`src/rtl/id_ex_stage.sv`:
```
// ID/EX pipeline register with load-use bubble insertion, branch squash,
// memory-stall freeze and saturating bubble/flush event counters.
module id_ex_stage #(
    parameter int DATA_W = 32,
    parameter int REG_AW = 5,
    parameter int CNT_W  = 16
) (
    input  logic              clk,
    input  logic              reset,
    input  logic              id_valid,
    input  logic [10:0]       id_ctrl,
    input  logic [DATA_W-1:0] id_pc,
    input  logic [DATA_W-1:0] id_rd1,
    input  logic [DATA_W-1:0] id_rd2,
    input  logic [DATA_W-1:0] id_imm,
    input  logic [REG_AW-1:0] id_rs1,
    input  logic [REG_AW-1:0] id_rs2,
    input  logic [REG_AW-1:0] id_rd,
    input  logic [3:0]        id_funct,
    input  logic              ex_flush,
    input  logic              mem_stall,
    output logic              ex_valid,
    output logic [10:0]       ex_ctrl,
    output logic [DATA_W-1:0] ex_pc,
    output logic [DATA_W-1:0] ex_rd1,
    output logic [DATA_W-1:0] ex_rd2,
    output logic [DATA_W-1:0] ex_imm,
    output logic [REG_AW-1:0] ex_rs1,
    output logic [REG_AW-1:0] ex_rs2,
    output logic [REG_AW-1:0] ex_rd,
    output logic [3:0]        ex_funct,
    output logic              stall_front,
    output logic [CNT_W-1:0]  bubble_cnt,
    output logic [CNT_W-1:0]  flush_cnt
);
    localparam logic [CNT_W-1:0] CNT_MAX = '1;

    logic              valid_q, valid_d;
    logic [10:0]       ctrl_q, ctrl_d;
    logic [DATA_W-1:0] pc_q, pc_d, rd1_q, rd1_d, rd2_q, rd2_d, imm_q, imm_d;
    logic [REG_AW-1:0] rs1_q, rs1_d, rs2_q, rs2_d, rd_q, rd_d;
    logic [3:0]        funct_q, funct_d;
    logic [CNT_W-1:0]  bubble_cnt_q, bubble_cnt_d, flush_cnt_q, flush_cnt_d;
    logic              lu_haz;

    // rs2 is compared even for I-type: a spurious bubble is cheaper than decode here.
    always_comb begin
        lu_haz = valid_q & ctrl_q[7] & (rd_q != '0) & id_valid
                 & ((rd_q == id_rs1) | (rd_q == id_rs2));
    end

    assign stall_front = mem_stall | (lu_haz & ~ex_flush);

    always_comb begin
        valid_d      = valid_q;
        ctrl_d       = ctrl_q;
        pc_d         = pc_q;
        rd1_d        = rd1_q;
        rd2_d        = rd2_q;
        imm_d        = imm_q;
        rs1_d        = rs1_q;
        rs2_d        = rs2_q;
        rd_d         = rd_q;
        funct_d      = funct_q;
        bubble_cnt_d = bubble_cnt_q;
        flush_cnt_d  = flush_cnt_q;
        if (!mem_stall) begin
            if (ex_flush || lu_haz) begin
                // Bubble: all-zero control guarantees no RegWrite/MemWrite side effect.
                valid_d = 1'b0;
                ctrl_d  = '0;
                pc_d    = '0;
                rd1_d   = '0;
                rd2_d   = '0;
                imm_d   = '0;
                rs1_d   = '0;
                rs2_d   = '0;
                rd_d    = '0;
                funct_d = '0;
                if (ex_flush) begin
                    if (id_valid && flush_cnt_q != CNT_MAX)
                        flush_cnt_d = flush_cnt_q + 1'b1;
                end else if (bubble_cnt_q != CNT_MAX) begin
                    bubble_cnt_d = bubble_cnt_q + 1'b1;
                end
            end else begin
                valid_d = id_valid;
                ctrl_d  = id_valid ? id_ctrl : '0;
                pc_d    = id_pc;
                rd1_d   = id_rd1;
                rd2_d   = id_rd2;
                imm_d   = id_imm;
                rs1_d   = id_rs1;
                rs2_d   = id_rs2;
                rd_d    = id_rd;
                funct_d = id_funct;
            end
        end
    end

    always_ff @(posedge clk or posedge reset) begin
        if (reset) begin
            valid_q      <= 1'b0;
            ctrl_q       <= '0;
            pc_q         <= '0;
            rd1_q        <= '0;
            rd2_q        <= '0;
            imm_q        <= '0;
            rs1_q        <= '0;
            rs2_q        <= '0;
            rd_q         <= '0;
            funct_q      <= '0;
            bubble_cnt_q <= '0;
            flush_cnt_q  <= '0;
        end else begin
            valid_q      <= valid_d;
            ctrl_q       <= ctrl_d;
            pc_q         <= pc_d;
            rd1_q        <= rd1_d;
            rd2_q        <= rd2_d;
            imm_q        <= imm_d;
            rs1_q        <= rs1_d;
            rs2_q        <= rs2_d;
            rd_q         <= rd_d;
            funct_q      <= funct_d;
            bubble_cnt_q <= bubble_cnt_d;
            flush_cnt_q  <= flush_cnt_d;
        end
    end

    assign ex_valid   = valid_q;
    assign ex_ctrl    = ctrl_q;
    assign ex_pc      = pc_q;
    assign ex_rd1     = rd1_q;
    assign ex_rd2     = rd2_q;
    assign ex_imm     = imm_q;
    assign ex_rs1     = rs1_q;
    assign ex_rs2     = rs2_q;
    assign ex_rd      = rd_q;
    assign ex_funct   = funct_q;
    assign bubble_cnt = bubble_cnt_q;
    assign flush_cnt  = flush_cnt_q;
endmodule

```
`config.mk`:
```
export PLATFORM = sky130hd
export DESIGN_NAME = id_ex_stage
export DESIGN_NICKNAME = d
export VERILOG_FILES = /design/src/rtl/id_ex_stage.sv
export SDC_FILE = /design/constraint.sdc
export NUM_CORES = 1
export LEC_CHECK = 0
export CAP_MARGIN = 20
export CELL_PAD_IN_SITES_DETAIL_PLACEMENT = 1
export CELL_PAD_IN_SITES_GLOBAL_PLACEMENT = 1
export CORE_AREA = 5 5 161 163
export DETAILED_ROUTE_END_ITERATION = 16
export DIE_AREA = 0 0 166 168
export PLACE_DENSITY = 0.95
export SYNTH_ARGS = -nofsm -noshare
export SYNTH_HDL_FRONTEND = slang
export SYNTH_SLANG_ARGS = --single-unit
```
`constraint.sdc`:
```
create_clock -name clk -period 13.3 [get_ports clk]
set_clock_uncertainty 0.2 [all_clocks]
set_input_delay 1.995 -clock clk [delete_from_list [all_inputs] [get_ports clk]]
set_output_delay 1.995 -clock clk [all_outputs]
set_load 0.005 [all_outputs]
```
==> results of run 1 <==
==> logic make-up after synthesis <==
family,Yosys count,synth area share (%)
mux,3,0.413
buf+inv,56,2.91
flops,191,60.8
fa+ha+maj,2,0.318
xor+xnor,39,4.34
simple gates,389,20.6
compound gates,165,10.7
==> sequential cells by signal (all words and copies together), names as in the netlist <==
name / flops
bubble_cnt: 16
ex_ctrl: 11
ex_funct: 4
ex_imm: 32
ex_pc: 32
ex_rd: 5
ex_rd1: 32
ex_rd2: 32
ex_rs1: 5
ex_rs2: 5
ex_valid: 1
flush_cnt: 16
==> report_power, final <==
| group | internal, uW | total (uW) | switching [uW] |
|---|---|---|---|
| registers | 624 | 659 | 35.0 |
| clock network | 257 | 510 | 253 |
| logic | 143 | 247 | 104 |
==> stage by stage <==
step | util, % | instances | worst slack (ns) | total power [uW]
finish | 50.7 | 1508 | 6.89 | 1420
global route | 50.7 | 1508 | 6.79 | 1490
CTS | 50.6 | 1507 | 6.91 | 1440
detailed placement | 48.2 | 1475 | 6.90 | 919
global placement | 48.2 | 1475 | 6.98 | 903
floorplan | - | 845 | 5.91 | 739
==> worst reg2reg max path: cells and delay by family (launching register included) <==
family	cells	cell delay, ns
flops	1	0.48
simple gates	2	0.45
buf+inv	2	1.44
compound gates	3	0.55
==> final timing paths <==
path,from,endpoint,slack (ns),depth (start not counted)
worst max-delay path,id_rs2[1],stall_front,6.89,7
worst min-delay path,ex_rd2[9]$_DFFE_PP0N_,ex_rd2[9]$_DFFE_PP0N_,0.29,2
worst max register to register,ex_rd[3]$_DFFE_PP0N_,ex_rs2[4]$_DFFE_PP0N_,10.08,7
worst min register to register,ex_rd2[9]$_DFFE_PP0N_,ex_rd2[9]$_DFFE_PP0N_,0.29,2
max in group asynchronous,reset,flush_cnt[11]$_DFFE_PP0P_,9.41,3
min in group asynchronous,reset,bubble_cnt[8]$_DFFE_PP0P_,1.96,2
==> cell usage in the layout (no fill, tap or decap), types with 3 or more instances in the layout <==
cell type	n
sky130_fd_sc_hd__o21ai_0	146
sky130_fd_sc_hd__dfrtp_1	191
sky130_fd_sc_hd__nor3_1	7
sky130_fd_sc_hd__nor2_1	7
sky130_fd_sc_hd__nand4_1	8
sky130_fd_sc_hd__o21ai_1	13
sky130_fd_sc_hd__clkbuf_16	17
sky130_fd_sc_hd__and3_1	4
sky130_fd_sc_hd__inv_6	6
sky130_fd_sc_hd__nand3_1	17
sky130_fd_sc_hd__clkinv_8	3
sky130_fd_sc_hd__inv_8	4
sky130_fd_sc_hd__nand2b_1	10
sky130_fd_sc_hd__xnor2_1	24
sky130_fd_sc_hd__clkdlybuf4s50_1	353
sky130_fd_sc_hd__nand2_1	319
sky130_fd_sc_hd__xor2_1	15
sky130_fd_sc_hd__buf_4	5
==> area by class of cell <==
cell class,instances,area [um^2]
fill,2689,11900
sequential,191,4780
timing repair buffer,360,3610
multi-input combinational,598,2870
clock buffer,18,439
tap,324,405
clock inverter,14,145
inverter,3,18.8
==> routing by layer <==
layer / global-route usage (%) / vias up / share of wire, %
met5: 0 / - / 0
met4: 5.42 / 0 / 2.4
met3: 8.86 / 48 / 9.7
met2: 37.4 / 307 / 51
met1: 22.2 / 3584 / 37
li1: - / 3394 / -
==> flow_metrics.py, run 1 <==
metrics = {
    "cts": {
        "cts_max_level": 4,
        "clk_pin_slew_ns": 0.07,
        "clkSinkCount": 191,
        "cts.hold.buffers_added": 0,
        "tritoncts": "done",
        "cts-buffers-inserted": 17,
        "clk-insertion-delay-late_ns": 0.42,
        "clock_tree.buffer_depth": 2,
        "clock-root-buffer": "sky130_fd_sc_hd__clkbuf_16",
        "cts-resized-gates": 0,
        "post_cts.repair.setup_buffers": 0,
    },
    "setup_path": {
        "critPathMaxFanout": 12,
        "cp_num_buf_inv": 2,
        "timing.critical_path.to_type": "output pin",
        "crit_type": "in2out",
        "critical_path.slowest_cell": "sky130_fd_sc_hd__clkdlybuf4s50_1",
        "slowest_delay_ns": 0.55,
        "cpMostUsedCell": "sky130_fd_sc_hd__clkdlybuf4s50_1",
        "cells_along_the_critical_path": "clkdlybuf4s50_1 -> xnor2_1 -> nand3_1 -> o22ai_2 -> nand2_1 -> o21bai_1 -> clkdlybuf4s50_1",
        "critical_path.top_delay_family": "buffers and inverters",
        "startpoint_class": "primary input",
        "cp.arrival_ns": 4.22,
        "cp_data_required_time_ns": 11.10,
    },
    "sta": {
        "worst_slew_margin_rel_pct": 38.3,
        "worst-slew-pin-transition_ns": 0.925,
        "timing.final.hold_violations": 0,
        "totalNegativeSetupSlack_ns": 0,
        "slew_viol_final": 0,
        "period_minus_slack_ns": 6.41,
        "min_period_over_period_pct": 48.2,
        "final-setup-viol-count": 0,
        "grt_setup_unrepaired": "no",
        "fmaxAchievable_ghz": 0.156,
        "hold_worst_slack_ns": 0.285,
    },
    "floorplan": {
        "core.rowCount": 57,
        "floorplan.core_area_um2": 24200,
        "initial_utilization_pct": 32.5,
        "die_y_um": 168,
        "floorplan.die_area_um2": 27900,
        "io-pin-count": 355,
        "die_w_um": 166,
    },
    "cells_and_area": {
        "area_growth_synth_to_finish_pct": 55.9,
        "nets": 1336,
        "antenna_cells": 0,
        "drive_gt1_share_pct": 4.22,
        "final_cell_area_um2": 12300,
    },
    "placement": {
        "port_buffers": 354,
        "post-dp-hpwl_um": 22200,
        "globalplace.congestion": 0.872,
        "placed_area_um2": 11700,
    },
    "logic_synthesis": {
        "count_of_flip_flops_with_a_built_in_enable_after_synthesis": 0,
        "netlist_instances": 845,
        "async_set_or_reset_flop_fraction_in_the_synthesized_netlist_pct": 100,
        "synth_top_flop_cell": "sky130_fd_sc_hd__dfrtp_1",
        "synthTopCellsByCount": "sky130_fd_sc_hd__nand2_1, sky130_fd_sc_hd__dfrtp_1, sky130_fd_sc_hd__o21ai_0",
        "avgSynthCellArea_um2": 9.31,
        "yosys_warnings": 0,
        "area_of_the_mapped_netlist_um2": 7870,
        "syn-num-nets": 1010,
        "synth_top_area_cell": "sky130_fd_sc_hd__dfrtp_1",
        "synth.most_common_cell": "sky130_fd_sc_hd__nand2_1",
        "netlist_top_cells_area": "sky130_fd_sc_hd__dfrtp_1, sky130_fd_sc_hd__nand2_1, sky130_fd_sc_hd__o21ai_0, sky130_fd_sc_hd__xnor2_1, sky130_fd_sc_hd__clkbuf_1",
        "netlist.area_leader.share_pct": 60.8,
        "synth_seq_cells": 191,
        "synth.yosys.seq_area_share_pct": 60.8,
        "synth.distinct_cells": 34,
    },
    "routing": {
        "dr_total_vias": 7333,
        "route.detailed.wl_per_inst_um": 19.4,
        "drt_wl_total_um": 29300,
        "drt_iter0_markers": 418,
        "antenna_violation_net_count_after_detailed_routing": 0,
        "drt_pre_antenna_iters": 4,
        "drt_drc_violations_left": 0,
        "drt-vias-per-instance": 4.86,
    },
    "grt": {
        "first_global_vias": 8029,
        "grt_remaining_overflow": 0,
        "grt_start_max_net_pins": 133,
        "grt_use_total_pct": 20.6,
        "initial_antenna_violation_count": 0,
        "grt_first_pass_wirelength_um": 45700,
    },
    "power": {
        "static-leakage-power_uw": 0.00526,
        "p_per_area_nw_per_um2": 115,
        "peakVddDrop_mv": 0.0819,
    },
    "worst_hold_path": {
        "min-delay-path-class": "reg2reg",
    },
    "status": {
        "outcome": "completed",
    },
    "flow_run": {
        "max_cap_violations": 0,
    },
}
(Power assumes the default switching activity.)
==> run 2: changes to the inputs <==
Settings changed: CORE_AREA 5 5 161 163 to 5 5 168 170, DIE_AREA 0 0 166 168 to 0 0 173 175, PLACE_DENSITY 0.95 to 0.88.
Clock period 13.3 ns to 6.5 ns, I/O delays scaled along.
==> run 2 against run 1 <==
Net effect:
- cell count is 1.1% higher
- setup slack worse by 4.7 ns
- sequential power is 100% higher
- die area is 8.6% higher
- sequential cell count stayed put
- power is 100% higher
- register-to-register slack worse by 6.1 ns
- combinational power is 99% higher
- clock power is 100% higher
- utilization is 4.6 points lower
- sequential share of layout area hardly changed
- critical path type unchanged
- critical endpoint unchanged
- largest power group unchanged
==> flow_metrics.py, run 2 (synthesis gave the netlist of run 1 again) <==
metrics = {
    "placement": {
        "globalplace.congestion": 0.814,
        "placed_area_um2": 11700,
        "port_buffers": 354,
        "post-dp-hpwl_um": 20100,
        "dpl_worst_slack_ns": 2.12,
    },
    "cts": {
        "clock-root-buffer": "sky130_fd_sc_hd__clkbuf_16",
        "cts-resized-gates": 0,
        "cts-buffers-inserted": 17,
        "clock_tree.buffer_depth": 2,
        "cts_max_level": 4,
        "tritoncts": "done",
        "clk-insertion-delay-late_ns": 0.43,
        "cts.hold.buffers_added": 0,
        "post_cts.repair.setup_buffers": 0,
        "clkSinkCount": 191,
        "clk_pin_slew_ns": 0.07,
    },
    "sta": {
        "min_period_over_period_pct": 67.1,
        "final-setup-viol-count": 0,
        "fmaxAchievable_ghz": 0.229,
        "worst_slew_margin_rel_pct": 37.4,
        "period_minus_slack_ns": 4.36,
        "grt_setup_unrepaired": "no",
        "totalNegativeSetupSlack_ns": 0,
        "fin_ws_ns": 2.14,
        "slew_viol_final": 0,
        "worst-slew-pin-transition_ns": 0.939,
        "hold_worst_slack_ns": 0.286,
        "timing.final.hold_violations": 0,
    },
    "floorplan": {
        "die_w_um": 173,
        "die_y_um": 175,
        "io-pin-count": 355,
        "core.rowCount": 60,
        "floorplan.core_area_um2": 26600,
        "floorplan.die_area_um2": 30300,
        "initial_utilization_pct": 29.6,
    },
    "routing": {
        "antenna_violation_net_count_after_detailed_routing": 0,
        "drt-vias-per-instance": 4.71,
        "drt_wl_total_um": 27400,
        "dr_total_vias": 7180,
        "drt_pre_antenna_iters": 4,
        "drt_iter0_markers": 407,
        "route.detailed.wl_per_inst_um": 18.0,
        "drt_drc_violations_left": 0,
    },
    "cells_and_area": {
        "most_common_library_cell_in_the_layout_ignoring_fill_and_taps": "sky130_fd_sc_hd__clkdlybuf4s50_1",
        "antenna_cells": 0,
        "final_cell_area_um2": 12300,
        "area_growth_synth_to_finish_pct": 55.9,
        "most-common-layout-cells": "sky130_fd_sc_hd__clkdlybuf4s50_1, sky130_fd_sc_hd__nand2_1, sky130_fd_sc_hd__dfrtp_1",
        "drive_gt1_share_pct": 4.14,
        "finalCoreUtilization_pct": 46.1,
        "nets": 1336,
    },
    "setup_path": {
        "cp_data_required_time_ns": 5.32,
        "critPathMaxFanout": 12,
        "crit_type": "in2out",
        "reg2reg_to": "ex_rd1[14]$_DFFE_PP0N_",
        "timing.critical_path.to_type": "output pin",
        "rr_startpoint": "ex_rd[3]$_DFFE_PP0N_",
        "depth_of_the_worst_register_to_register_path": 6,
        "startpoint_class": "primary input",
        "timing.reg2reg.setup_slack_ns": 3.99,
        "cp.arrival_ns": 3.19,
    },
    "power": {
        "p_per_area_nw_per_um2": 235,
        "static-leakage-power_uw": 0.00524,
        "peakVddDrop_mv": 0.162,
    },
    "flow_run": {
        "max_cap_violations": 0,
    },
    "worst_hold_path": {
        "whs_endpoint": "ex_rd1[16]$_DFFE_PP0N_",
        "hold_path_startpoint": "ex_rd1[16]$_DFFE_PP0N_",
        "timing.hold.worst_path_depth": 2,
        "min-delay-path-class": "reg2reg",
    },
    "grt": {
        "grt_start_max_net_pins": 150,
        "grt_first_pass_wirelength_um": 43900,
        "first_global_vias": 7798,
        "grt_use_total_pct": 18.0,
        "initial_antenna_violation_count": 1,
        "grt_remaining_overflow": 0,
    },
    "status": {
        "outcome": "completed",
    },
}
## run 2: changes by cell type in the layout (fill, tap and decap cells not counted)
cell                       before  now
sky130_fd_sc_hd__clkinv_8       3    4
sky130_fd_sc_hd__inv_6          6    4
sky130_fd_sc_hd__clkbuf_1       0    1
sky130_fd_sc_hd__clkbuf_8       2    1
sky130_fd_sc_hd__buf_16         1    0
sky130_fd_sc_hd__clkinv_4       0    2
sky130_fd_sc_hd__buf_4          5    6
sky130_fd_sc_hd__inv_8          4    3
## run 2: per-layer routing
layer  vias to the layer above  share of wire, %  GRT usage, %
li1                       3401                 -             -
met1                      3483                38          19.9
met2                       269                50          31.6
met3                        25                10          8.24
met4                         2               1.7          4.82
met5                         -             0.047             0
## run 2: power by group
part           total, uW  internal, uW  switching (uW)
Combinational        492           291             202
Clock               1040           514             526
Sequential          1350          1280            68.6
## run 2: how the worst max path moves through the flow
stage | from | to | depth (start not counted)
after floorplan | reset | bubble_cnt[0]$_DFFE_PP0P_ | 1
after global placement | id_rs2[4] | stall_front | 7
after detailed placement | id_rs2[1] | stall_front | 7
after CTS | id_rs2[1] | stall_front | 7
after global routing | id_rs2[0] | stall_front | 7
final | id_rs2[4] | stall_front | 7
## run 2: worst max-delay path, stage by stage
cell and delay, ns:
sky130_fd_sc_hd__clkdlybuf4s50_1 0.51, sky130_fd_sc_hd__xnor2_1 0.13, sky130_fd_sc_hd__nand3_1 0.14, sky130_fd_sc_hd__o22ai_2 0.30, sky130_fd_sc_hd__nand2_1 0.35, sky130_fd_sc_hd__o21bai_1 0.25
sky130_fd_sc_hd__clkdlybuf4s50_1 0.53
## run 2: layout make-up
cell class	count	area, um^2
clock buffer	18	429
inverter	3	18.8
multi-input combinational	598	2870
timing repair buffer	360	3590
fill	3027	14300
clock inverter	14	150
sequential	191	4780
tap	341	427
## run 2: stage by stage
step | instances | total power [uW]
4_1_cts | 1525 | 2930
2_1_floorplan | 845 | 1510
3_5_place_dp | 1493 | 1870
3_3_place_gp | 1493 | 1850
5_1_grt | 1525 | 3030
6_report | 1525 | 2880
==> run 3: changes to the inputs <==
Clock period 6.5 ns to 4.25 ns, I/O delays scaled along.
==> run 3 against run 2 <==
Net effect:
- register-to-register slack worse by 2.2 ns
- largest cell class unchanged
- non-clock buffer count up 1
- power rose by 54%
- setup slack lost 1.6 ns
- critical path type unchanged
- routed wire length is 1.7% higher
- critical path depth is the same
- hold slack got worse by 0.0016 ns
- highest routed layer is now met4
- sequential cell count unchanged
- global-route usage hardly changed
- cell count is essentially flat
==> flow_metrics.py, run 3 (synthesis gave the netlist of run 1 again) <==
metrics = {
    "sta": {
        "min_period_over_period_pct": 86.2,
        "slew_viol_final": 0,
        "timing.final.hold_violations": 0,
        "period_minus_slack_ns": 3.66,
        "worst-slew-pin-transition_ns": 0.931,
        "worst_slew_margin_rel_pct": 37.9,
        "final-setup-viol-count": 0,
        "fmaxAchievable_ghz": 0.273,
        "fin_ws_ns": 0.586,
        "totalNegativeSetupSlack_ns": 0,
        "grt_setup_unrepaired": "no",
    },
    "routing": {
        "route.detailed.wl_per_inst_um": 18.3,
        "antenna_violation_net_count_after_detailed_routing": 0,
        "drt_pre_antenna_iters": 4,
        "dr_total_vias": 7133,
        "drt_wl_total_um": 27900,
        "drt_drc_violations_left": 0,
        "drt-vias-per-instance": 4.67,
        "drt_iter0_markers": 395,
    },
    "cells_and_area": {
        "nets": 1337,
        "area_growth_synth_to_finish_pct": 56.7,
        "nFillCells": 3018,
        "most-common-layout-cells": "sky130_fd_sc_hd__clkdlybuf4s50_1, sky130_fd_sc_hd__nand2_1, sky130_fd_sc_hd__dfrtp_1",
        "most_common_library_cell_in_the_layout_ignoring_fill_and_taps": "sky130_fd_sc_hd__clkdlybuf4s50_1",
        "drive_gt1_share_pct": 4.30,
        "antenna_cells": 0,
    },
    "setup_path": {
        "critPathMaxFanout": 12,
        "crit_type": "in2out",
        "timing.critical_path.to_type": "output pin",
        "cp.arrival_ns": 2.83,
        "depth_of_the_worst_register_to_register_path": 6,
        "cp_data_required_time_ns": 3.41,
        "startpoint_class": "primary input",
    },
    "worst_hold_path": {
        "timing.hold.worst_path_depth": 2,
        "min-delay-path-class": "reg2reg",
    },
    "floorplan": {
        "floorplan.core_area_um2": 26600,
        "die_w_um": 173,
        "floorplan.die_area_um2": 30300,
        "initial_utilization_pct": 29.6,
        "die_y_um": 175,
        "io-pin-count": 355,
        "core.rowCount": 60,
    },
    "grt": {
        "initial_antenna_violation_count": 0,
        "grt_use_total_pct": 18.1,
        "grt_remaining_overflow": 0,
        "grt_start_max_net_pins": 218,
        "first_global_vias": 7707,
        "grt_first_pass_wirelength_um": 44000,
    },
    "cts": {
        "tritoncts": "done",
        "clock-root-buffer": "sky130_fd_sc_hd__clkbuf_16",
        "cts-buffers-inserted": 17,
        "cts-resized-gates": 0,
        "clkSinkCount": 191,
        "clock_tree.buffer_depth": 2,
        "cts.hold.buffers_added": 0,
        "clk_pin_slew_ns": 0.08,
        "clk-insertion-delay-late_ns": 0.42,
        "cts_max_level": 4,
        "post_cts.repair.setup_buffers": 0,
    },
    "placement": {
        "globalplace.congestion": 0.814,
        "port_buffers": 354,
        "post-dp-hpwl_um": 20400,
        "dpl_worst_slack_ns": 0.592,
    },
    "power": {
        "peakVddDrop_mv": 0.196,
        "p_per_area_nw_per_um2": 361,
        "static-leakage-power_uw": 0.00527,
        "finalPower_uw": 4450,
    },
    "status": {
        "outcome": "completed",
    },
    "flow_run": {
        "max_cap_violations": 0,
    },
}
[run 3: cell types whose count changed in the layout (fill, tap and decap cells not counted)]
cell | before | now
sky130_fd_sc_hd__clkbuf_1 | 1 | 0
sky130_fd_sc_hd__clkinv_4 | 2 | 1
sky130_fd_sc_hd__buf_4 | 6 | 2
sky130_fd_sc_hd__clkbuf_8 | 1 | 2
sky130_fd_sc_hd__inv_8 | 3 | 5
sky130_fd_sc_hd__buf_12 | 0 | 5
sky130_fd_sc_hd__clkinvlp_4 | 0 | 1
sky130_fd_sc_hd__clkinv_8 | 4 | 2
[run 3: path summary, 6_finish.rpt]
kind / from / end / slack, ns
hold reg to reg: ex_ctrl[0]$_DFFE_PP0N_ / ex_ctrl[0]$_DFFE_PP0N_ / 0.28
min in group asynchronous: reset / ex_rs1[1]$_DFFE_PP0N_ / 0.39
setup reg to reg: ex_rd[2]$_DFFE_PP0N_ / ex_ctrl[3]$_DFFE_PP0N_ / 1.84
setup / recovery: id_rs2[1] / stall_front / 0.59
max in group asynchronous: reset / ex_rd2[27]$_DFFE_PP0N_ / 2.69
hold / removal: ex_ctrl[0]$_DFFE_PP0N_ / ex_ctrl[0]$_DFFE_PP0N_ / 0.28
[run 3: layer usage]
layer  track usage [%]  routed length, um  part of all wire [%]
met5                 0                  0                     0
met3              7.66               2530                   9.1
met2              31.1              13700                    49
met1              20.7              11100                    40
met4              5.09                595                   2.1
[run 3: layout make-up]
| type | instances | area [um^2] | share of cell area [%] |
|---|---|---|---|
| sequential | 191 | 4780 | 38.8 |
| tap | 341 | 427 | 3.46 |
| clock buffer | 18 | 439 | 3.56 |
| clock inverter | 14 | 143 | 1.16 |
| timing repair buffer | 361 | 3660 | 29.7 |
| inverter | 3 | 15.0 | 0.122 |
| multi-input combinational | 598 | 2870 | 23.2 |
[run 3: critical path, stage by stage]
cell and delay, ns:
sky130_fd_sc_hd__clkdlybuf4s50_1 0.52, sky130_fd_sc_hd__xnor2_1 0.13, sky130_fd_sc_hd__nand3_1 0.12, sky130_fd_sc_hd__o22ai_2 0.29, sky130_fd_sc_hd__nand2_1 0.34, sky130_fd_sc_hd__o21bai_1 0.24, sky130_fd_sc_hd__clkdlybuf4s50_1 0.54
[run 3: report_power, final]
part | internal, uW | total (uW) | switching (uW)
sequential | 1950 | 2060 | 107
clock | 805 | 1620 | 812
combinational | 453 | 771 | 318
total | 3210 | 4450 | 1240
[run 3: per-stage QoR]
| stage | instances | utilization (%) | hold slack (ns) | cell area (um^2) |
|---|---|---|---|---|
| after global routing | 1526 | 46.4 | 0.303 | 12300 |
| after floorplan | 845 | - | 0.276 | 7870 |
| after global placement | 1494 | 44.2 | 0.264 | 11800 |
| after CTS | 1526 | 46.4 | 0.291 | 12300 |
| after detailed placement | 1494 | 44.2 | 0.272 | 11800 |
| final | 1526 | 46.4 | 0.284 | 12300 |
